<file path="config.mk">
export PLATFORM = sky130hd
export DESIGN_NAME = aes_bist_engine
export DESIGN_NICKNAME = d
export VERILOG_FILES = /design/src/rtl/aes_bist_pkg.sv /design/src/rtl/bist_shift_reg.sv /design/src/rtl/aes_bist_engine.sv
export SDC_FILE = /design/constraint.sdc
export NUM_CORES = 1
export LEC_CHECK = 0
export ABC_CLOCK_PERIOD_IN_PS = 5600
export BUFFER_PORTS_ARGS = -buffer_cell sky130_fd_sc_hd__clkbuf_2
export CORE_ASPECT_RATIO = 1.2
export CORE_MARGIN = 2
export CORE_UTILIZATION = 45
export CTS_CLUSTER_SIZE = 16
export DETAILED_ROUTE_END_ITERATION = 6
export GPL_TIMING_DRIVEN = 1
export PLACE_DENSITY = 0.68
export SLEW_MARGIN = 20
export SYNTH_ARGS = -nofsm -noshare
export SYNTH_HDL_FRONTEND = slang
export SYNTH_HIERARCHICAL = 1
export SYNTH_SLANG_ARGS = --single-unit
</file>
<file path="constraint.sdc">
create_clock -name HCLK -period 5.6 [get_ports HCLK]
set_input_delay 1.4 -clock HCLK [delete_from_list [all_inputs] [get_ports HCLK]]
set_output_delay 1.4 -clock HCLK [all_outputs]
set_load 0.01 [all_outputs]
</file>
<file path="src/rtl/aes_bist_pkg.sv">
// Shared types and constants for the AES logic-BIST engine.
package aes_bist_pkg;

  typedef enum logic [2:0] {
    StIdle,
    StDrst,
    StRun,
    StDrain,
    StCmp,
    StDone
  } bist_state_e;

  // x^16+x^14+x^13+x^11+1 and x^32+x^22+x^2+x+1
  localparam logic [15:0] BIST_TAPS_16 = 16'hB400;
  localparam logic [31:0] BIST_TAPS_32 = 32'h8020_0003;

  function automatic bit widths_ok(input int unsigned dw, input int unsigned lfsr_w,
                                   input int unsigned misr_w, input int unsigned rst_cycles,
                                   input int unsigned cnt_w);
    return (dw >= 1) && (dw <= lfsr_w) && (misr_w >= dw) && (rst_cycles >= 1) &&
           (lfsr_w >= 2) && (misr_w >= 2) && (cnt_w >= 1);
  endfunction

endpackage

</file>
<file path="src/rtl/bist_shift_reg.sv">
// Fibonacci-style shift register usable as pattern LFSR or as signature MISR.
module bist_shift_reg #(
  parameter int unsigned   W         = 16,
  parameter logic [W-1:0]  TAPS      = W'(16'hB400),
  parameter bit            MISR_MODE = 1'b0
) (
  input  logic         clk_i,
  input  logic         rst_ni,
  input  logic         load_i,
  input  logic [W-1:0] load_val_i,
  input  logic         en_i,
  input  logic [W-1:0] din_i,
  output logic [W-1:0] q_o
);

  // LFSR resets to 1 so it never sits in the all-zero lock-up state.
  localparam logic [W-1:0] RstVal = MISR_MODE ? '0 : W'(1);

  logic [W-1:0] q_q, q_d, shifted;

  always_comb begin
    shifted = {q_q[W-2:0], ^(q_q & TAPS)};
    q_d     = q_q;
    if (load_i) begin
      q_d = load_val_i;
    end else if (en_i) begin
      q_d = MISR_MODE ? (shifted ^ din_i) : shifted;
    end
  end

  always_ff @(posedge clk_i or negedge rst_ni) begin
    if (!rst_ni) begin
      q_q <= RstVal;
    end else begin
      q_q <= q_d;
    end
  end

  assign q_o = q_q;

endmodule

</file>
<file path="src/rtl/aes_bist_engine.sv">
// Logic-BIST sequencer for the AES byte-path core: reset pulse, LFSR patterns,
// drain, MISR signature and on-chip golden compare.
module aes_bist_engine
  import aes_bist_pkg::*;
#(
  parameter int unsigned        DW         = 8,
  parameter int unsigned        LFSR_W     = 16,
  parameter int unsigned        MISR_W     = 16,
  parameter logic [LFSR_W-1:0]  LFSR_TAPS  = LFSR_W'(BIST_TAPS_16),
  parameter logic [MISR_W-1:0]  MISR_TAPS  = MISR_W'(BIST_TAPS_16),
  parameter int unsigned        CNT_W      = 16,
  parameter int unsigned        RST_CYCLES = 4
) (
  input  logic              HCLK,
  input  logic              HRESETn,
  input  logic              start,
  input  logic              abort,
  input  logic [LFSR_W-1:0] seed,
  input  logic [CNT_W-1:0]  num_patterns,
  input  logic [7:0]        drain_len,
  input  logic [MISR_W-1:0] golden,
  input  logic [DW-1:0]     dut_dout,
  input  logic              dut_valid,
  output logic              is_bist,
  output logic              dut_rst,
  output logic [DW-1:0]     key_out,
  output logic [DW-1:0]     data_out,
  output logic              busy,
  output logic              done,
  output logic              pass,
  output logic [MISR_W-1:0] signature
);

  if (!widths_ok(DW, LFSR_W, MISR_W, RST_CYCLES, CNT_W)) begin : gen_param_err
    $error("aes_bist_engine: illegal parameter combination");
  end

  bist_state_e       state_q, state_d;
  logic [CNT_W-1:0]  cnt_q, cnt_d;
  logic [CNT_W-1:0]  npat_q, npat_d;
  logic [7:0]        dlen_q, dlen_d;
  logic              pass_q, pass_d;
  logic              start_ok;
  logic              lfsr_en, misr_en;
  logic [LFSR_W-1:0] lfsr, lfsr_seed;
  logic [MISR_W-1:0] misr;

  assign start_ok  = start && !abort && ((state_q == StIdle) || (state_q == StDone));
  assign lfsr_seed = (seed == '0) ? LFSR_W'(1) : seed;
  // Abort freezes both registers on the aborting edge.
  assign lfsr_en   = (state_q == StRun) && !abort;
  assign misr_en   = ((state_q == StRun) || (state_q == StDrain)) && dut_valid && !abort;

  always_comb begin
    state_d = state_q;
    cnt_d   = cnt_q;
    npat_d  = npat_q;
    dlen_d  = dlen_q;
    pass_d  = pass_q;
    if (abort) begin
      state_d = StIdle;
      pass_d  = 1'b0;
    end else begin
      unique case (state_q)
        StIdle, StDone: begin
          if (start) begin
            state_d = StDrst;
            cnt_d   = CNT_W'(RST_CYCLES - 1);
            npat_d  = num_patterns;
            dlen_d  = drain_len;
            pass_d  = 1'b0;
          end
        end
        StDrst: begin
          if (cnt_q == '0) begin
            if (npat_q != '0) begin
              state_d = StRun;
              cnt_d   = npat_q - CNT_W'(1);
            end else if (dlen_q != '0) begin
              state_d = StDrain;
              cnt_d   = CNT_W'(dlen_q) - CNT_W'(1);
            end else begin
              state_d = StCmp;
            end
          end else begin
            cnt_d = cnt_q - CNT_W'(1);
          end
        end
        StRun: begin
          if (cnt_q == '0) begin
            if (dlen_q != '0) begin
              state_d = StDrain;
              cnt_d   = CNT_W'(dlen_q) - CNT_W'(1);
            end else begin
              state_d = StCmp;
            end
          end else begin
            cnt_d = cnt_q - CNT_W'(1);
          end
        end
        StDrain: begin
          if (cnt_q == '0) begin
            state_d = StCmp;
          end else begin
            cnt_d = cnt_q - CNT_W'(1);
          end
        end
        StCmp: begin
          pass_d  = (misr == golden);
          state_d = StDone;
        end
        default: state_d = StIdle;
      endcase
    end
  end

  always_ff @(posedge HCLK or negedge HRESETn) begin
    if (!HRESETn) begin
      state_q <= StIdle;
      cnt_q   <= '0;
      npat_q  <= '0;
      dlen_q  <= '0;
      pass_q  <= 1'b0;
    end else begin
      state_q <= state_d;
      cnt_q   <= cnt_d;
      npat_q  <= npat_d;
      dlen_q  <= dlen_d;
      pass_q  <= pass_d;
    end
  end

  bist_shift_reg #(
    .W         (LFSR_W),
    .TAPS      (LFSR_TAPS),
    .MISR_MODE (1'b0)
  ) u_lfsr (
    .clk_i      (HCLK),
    .rst_ni     (HRESETn),
    .load_i     (start_ok),
    .load_val_i (lfsr_seed),
    .en_i       (lfsr_en),
    .din_i      ('0),
    .q_o        (lfsr)
  );

  bist_shift_reg #(
    .W         (MISR_W),
    .TAPS      (MISR_TAPS),
    .MISR_MODE (1'b1)
  ) u_misr (
    .clk_i      (HCLK),
    .rst_ni     (HRESETn),
    .load_i     (start_ok),
    .load_val_i ('0),
    .en_i       (misr_en),
    .din_i      (MISR_W'(dut_dout)),
    .q_o        (misr)
  );

  assign busy      = (state_q == StDrst) || (state_q == StRun) ||
                     (state_q == StDrain) || (state_q == StCmp);
  assign is_bist   = busy;
  assign dut_rst   = (state_q == StDrst);
  assign done      = (state_q == StDone);
  assign pass      = pass_q;
  assign signature = misr;
  assign key_out   = lfsr[DW-1:0];
  assign data_out  = lfsr[LFSR_W-1 -: DW];

endmodule

</file>
Word-level counts from Yosys, hierarchy flattened
Cells that the tools add are included.

word-level totals
  bits in registers = 76
  input port bits = 69
  output and inout port bits = 37
  logic and storage cells = 74

operators by class
  $add $sub $neg = 3
  equality and inequality tests = 12
  mux-type cells = 23
  bitwise logic cells = 2
  reductions and logical operators = 27

operators by type and width
  cell                                                   count
  2-to-1 mux 16 bit                                      11
  case mux 16 bit (4 select lines)                       1
  zero test 16 bit                                       2
  parity 16 bit                                          2
  subtractor 16 x 1 -> 16 bit, second input constant     2
  2-to-1 mux 3 bit                                       7
  == test 16 bit                                         1
  nonzero test 16 bit                                    1
  XOR 16 x 8 -> 16 bit                                   1
  case mux 3 bit (5 select lines)                        1
  inequality test 3 x 2 -> 1 bit, second input constant  3
  subtractor 8 x 1 -> 9 bit, second input constant       1
  AND reduction 4 bit                                    2
  nonzero test 8 bit                                     1
  == test 3 x 2 -> 1 bit, second input constant          2
  == test 3 bit, second input constant                   2
  logical AND 1 bit                                      5
  logical OR 1 bit                                       5
  inequality test 2 bit, second input constant           2
  nonzero test 2 bit                                     2
  nonzero test 4 bit                                     1
  == test 3 x 1 -> 1 bit, second input constant          1
  zero test 3 bit                                        1
  inequality test 3 bit, second input constant           1
  other kinds (8)                                        9

Longest topological paths before layout
  depth after elaboration = 6
  gate-level depth with buffers = 9
  gate-level depth less buffers = 8

Cells and area by module
The synthesis kept the hierarchy.

modules (own cells, without submodules)
  module                   times used  cells an instance  area each (µm²)  seq. area each (µm²)
  aes_bist_engine          1           424                3258.1           1101.1
  bist_shift_reg (u_misr)  1           88                 910.9            400.4
  bist_shift_reg (u_lfsr)  1           73                 782.0            401.6

Worst setup path before layout
No wires, ideal clock.

  kind = input to register
  from = input port abort
  to = register u_misr.q_q[11] (netlist: u_misr/q_o[11])
  library setup time = 0.132 ns
  arrival time = 2.834 ns
  required time = 5.468 ns
  setup slack = 2.634 ns
  stages on the path = 6
  buffers on the path = 3
  path through = or4_1 clkbuf_1 inv_2 buf_2 clkbuf_1 o21ai_1

between the ends
  longest elaborated chain between the ends = 4

ends and longest elaborated chain
  item                                                     RTL line               source
  from (decl)                                              aes_bist_engine.sv:17  input logic abort,
  zero test 1 bit (*)                                      aes_bist_engine.sv:48  assign start_ok = start && !abort && ((state_q == StIdle) || (state_q == StDone));
  logical AND 1 bit (*) (2 in a row)                       aes_bist_engine.sv:48
  named net start_ok                                       aes_bist_engine.sv:43  logic start_ok;
  2-to-1 mux 16 bit or nonzero test 2 bit (tied branches)  n/a
  to (signal assigned)                                     bist_shift_reg.sv:33   q_q <= RstVal;
  to (signal assigned)                                     bist_shift_reg.sv:35   q_q <= q_d;
  to (decl)                                                bist_shift_reg.sv:19   logic [W-1:0] q_q, q_d, shifted;

Mark *: on every way through the listed nets, which the timed path passes. The rest lies on a longest branch.
A chain may end at the register's enable or synchronous reset.

Worst setup path after layout
  from = input port abort
  to = register dlen_q[0]

between the ends
  longest elaborated chain between the ends = 2

ends and longest elaborated chain
  item                           RTL line                source
  inverter 1 bit (no line)       n/a
  AND reduction 3 bit (no line)  n/a
  to (signal assigned)           aes_bist_engine.sv:128  dlen_q <= dlen_d;
  to (decl)                      aes_bist_engine.sv:41   logic [7:0] dlen_q, dlen_d;

No other way between the ends.

==> impl_results.md <==
- Status: finished, final reports clean
- Critical Path Slowest Stage Cell: sky130_fd_sc_hd__inv_2
- Flops & latches, synth: 76
- Post-Syn Area: 4950 um2
- Number of max-cap violations: 0
- Fin crit share: between 50% and 60%
- Source of the worst register-to-register timing path: state_q[2]
- Share of total power in the clock network: approximately 17%
- Vias in the first global route: 4380
- Endpoint class of the critical path: flip-flop
- H-tree levels: 3
- Clk buf depth: 2
- First-pass GRT wire length: 21600 um
- Flip-flop cell with the highest count after synthesis: sky130_fd_sc_hd__dfrtp_1
- Most frequent cell after synthesis: sky130_fd_sc_hd__nand2_1
- Clock Skews: 0.00522 ns
- Aggregate negative setup slack: 0 ns
- Switching power: approximately 1.6 mW
- DIE AREA: 11900 um2
- Power density relative to cell area: 571 nW/um2
- Skew-Pair Late Insertion Delay: 0.34 ns
- CTS tree: done
- Number of detailed-route iterations in the first pass: 5
- Post-synth top area share: 37.9%
- Setup slack of the most critical reg-to-reg path: 2.72 ns
- Hold Crit Class: reg -> reg
- Number of buffers created by CTS: 9
- Capture point of the critical path: dlen_q[0]
- Number of synthesized flops with an enable pin: 0
- Number of antenna violations at the first check in global routing: 0
- Worst VDD drop: 226 uV
- Routed via count: between 4000 and 5000
- Core area: roughly 11000 um2
- Crit path launch: abort
- Count of fill cells added during filler insertion: roughly 1000
- Worst slew margin: 33.2%
- Share of cells above drive strength 1: a little over a fifth
- Pins over their slew limit: 0
- Final Hold Vio Count: 0
- Area taken by flip-flops and latches: 1900 um2
- Overall routing resource usage: 22.2%
- Cell count of the worst reg-to-reg path: 7
- Final nets: 763
- Area grow syn2layout: 18.9%
- Crit Path Max Fanout: 61
- Area leader, netlist: sky130_fd_sc_hd__dfrtp_1
- Data required, critical path: 5.86 ns
- Final total power: approximately 3.4 mW
- Slack of the critical path: 2.35 ns
- Sink count of the clock tree: 76
- CTS Hold Bufs: 0
- Synth Area per Inst: between 8 and 9 um2
- Placement Setup Slack: 1.97 ns
- Final standard cell count with taps included and fillers excluded: 824
- Placement Rows: 41
- Critical path type: in -> reg
- Maximum number of pins on one net before global-route repair: 77
- Warning count from the yosys run: 6
- Maximum clock frequency: slightly above 300 MHz
- Antenna-violating nets left: 0
- Endpoint of the worst register-to-register path: dlen_q[0]
- Cell type with the highest occurrence count on the critical path: sky130_fd_sc_hd__buf_4
- Tmin final: about 3.3 ns
- Final standard cell utilization of the core: 55.4%
- Cell breakdown of the critical path: clkbuf_2 > or4_1 > buf_4 > inv_2 > buf_4 > nand2_1 > o21ai_0
- Worst Setup Start Kind: input port
- Clock input transition at the sequential cells of the worst setup and hold paths: about 0.070 ns
- Cell type group with the largest total delay on the critical path: buffers and inverters
- RSZ-0062 raised after global routing: no
- Final Setup Violations: 0
- Cell types with the highest counts after synthesis: sky130_fd_sc_hd__nand2_1 (118), sky130_fd_sc_hd__dfrtp_1 (75), sky130_fd_sc_hd__o21ai_0 (41)
- Top cells by area, synth: sky130_fd_sc_hd__dfrtp_1 (38%), sky130_fd_sc_hd__nand2_1 (8.9%), sky130_fd_sc_hd__mux2i_1 (6.1%), sky130_fd_sc_hd__xor2_1 (4.6%), sky130_fd_sc_hd__xnor2_1 (4.2%)
- Share of flip-flops with an asynchronous set or reset after synthesis: 100%
- Sum of buffers and inverters on the critical path: 4
- Static leakage: 2.62 nW
- Number of design rule violations left after detail routing: 0
- Post-cts repair resize count: 0
- Synth unique cells: 73
- Area occupied by multi-input gates: between 2000 and 3000 um2
- Number of DRC violations after detailed-routing iteration 0: 245
- Diodes inserted: 0
- CP Depth: 7
- Placed cells: approximately 810
- Horizontal die dimension: 99.8 um
- Vias/cell: 5.50
- Sw Share: 46.2%
- Grt total ovfl: 0
- Fraction of the yosys area taken by sequential cells: between 30 and 40%
- Starting utilization of the core area: a little under half
- Total of buffers placed on input and output ports: about 110
- Gate count of the mapped netlist: 585
- Buffers inserted by post-CTS timing repair: 0
- Count of boundary I/O pins: 106
- CTS root buffer: sky130_fd_sc_hd__clkbuf_16
- Worst slew pin tran: 1.00 ns
- WL/cell: roughly 16 um
- Proportion of power drawn by combinational gates: 49.2%
- Detailed placer's ending HPWL: 9550 um
- Share of total power in sequential cells: 34.2%
- Max stage delay on crit path: around 0.65 ns
- Placer Congestion: between 0.9 and 1
- Internal power consumption: between 1.5 and 2 mW
- WP data arrival: 3.51 ns
- Die height: 119 um
- Final WL: 12900 um
[stage by stage]
step	area, um2	hold slack, ns
final	5890	0.527
after global routing	5890	0.573
after CTS	5860	0.528
after detailed placement	5570	0.514
after global placement	5570	0.500
after floorplan	5040	0.470
[worst register-to-register path, stage by stage (launching register included)]
cell and delay (ns):
sky130_fd_sc_hd__dfrtp_1 0.65, sky130_fd_sc_hd__nor2b_1 0.18, sky130_fd_sc_hd__or4_1 0.53, sky130_fd_sc_hd__buf_4 0.24, sky130_fd_sc_hd__inv_2 0.66, sky130_fd_sc_hd__buf_4 0.36, sky130_fd_sc_hd__nand2_1 0.09, sky130_fd_sc_hd__o21ai_0 0.08
[cell usage in the layout, fill, tap and decap left out, drive strengths merged, types with 4 or more instances in the layout]
| cell type | netlist | layout |
|---|---|---|
| nand2 | 118 | 118 |
| clkbuf | 28 | 113 |
| dfrtp | 75 | 75 |
| o21ai | 70 | 70 |
| mux2i | 30 | 30 |
| xor2 | 26 | 26 |
| nor2 | 26 | 26 |
| xnor2 | 24 | 24 |
| conb | 1 | 24 |
| a21oi | 22 | 22 |
| nor3 | 18 | 18 |
| inv | 15 | 17 |
| nor4 | 12 | 12 |
| nand4 | 7 | 7 |
| nand3 | 7 | 7 |
| buf | 12 | 7 |
| nand2b | 6 | 6 |
| or3 | 6 | 6 |
| nor2b | 5 | 5 |
| o211ai | 5 | 5 |
| a22oi | 5 | 5 |
| and2 | 4 | 4 |
| nor3b | 4 | 4 |
| ha | 4 | 4 |
| clkinvlp | 0 | 4 |
[power groups by stage]
stage | registers [mW] | clock network [mW] | logic, mW
6_report | 1.15 | 0.560 | 1.65
2_1_floorplan | 1.09 | 0 | 1.20
5_1_grt | 1.20 | 0.589 | 1.84
3_5_place_dp | 1.15 | 0 | 1.65
3_3_place_gp | 1.14 | 0 | 1.61
4_1_cts | 1.15 | 0.568 | 1.65
[final cells by class]
class,count,share of cell area [%]
clock buffers,9,3.82
clock inverters,7,1.04
inverters,15,0.956
multi-input cells,477,49.0
flip-flops and latches,76,32.3
well taps,129,2.74
repair buffers,111,10.1
[cell families after synthesis]
kind of cell             after synthesis  synth area share (%)
AND/OR/NAND/NOR                      227                  22.3
multiplexers                          31                  6.29
buffers and inverters                 55                  5.08
other                                  1                0.0757
flip-flops                            76                  38.4
AO/OA/AOI/OAI                        139                  17.3
adder cells (fa/ha/maj)                5                  1.21
XOR/XNOR                              51                  9.33
[routing by layer]
metal  share of wire, %  routed length, um  GRT usage (%)  vias up
met1                 43               5500           29.3     2128
met3                4.5                585           2.52       24
met2                 50               6460           37.1      133
met5                  0                  0              0        -
met4                2.6                336           9.08        0
li1                   -                  -              -     2246
[flip-flops by register name, summed over array words and instances (netlist names)]
register	cells
cnt_q	16
dlen_q	8
npat_q	16
pass	1
state_q	3
u_lfsr/q_o	16
u_misr/q_o	16
[how the worst min path moves through the flow]
stage	from	end	slack, ns	depth (start not counted)
global route	cnt_q[8]	cnt_q[8]	0.57	2
finish	cnt_q[14]	cnt_q[14]	0.53	2
CTS	cnt_q[10]	cnt_q[10]	0.53	2
global placement	cnt_q[10]	cnt_q[10]	0.50	2
detailed placement	cnt_q[10]	cnt_q[10]	0.51	2
floorplan	cnt_q[14]	cnt_q[14]	0.47	2
No activity file was read; power rests on OpenSTA's default activity.
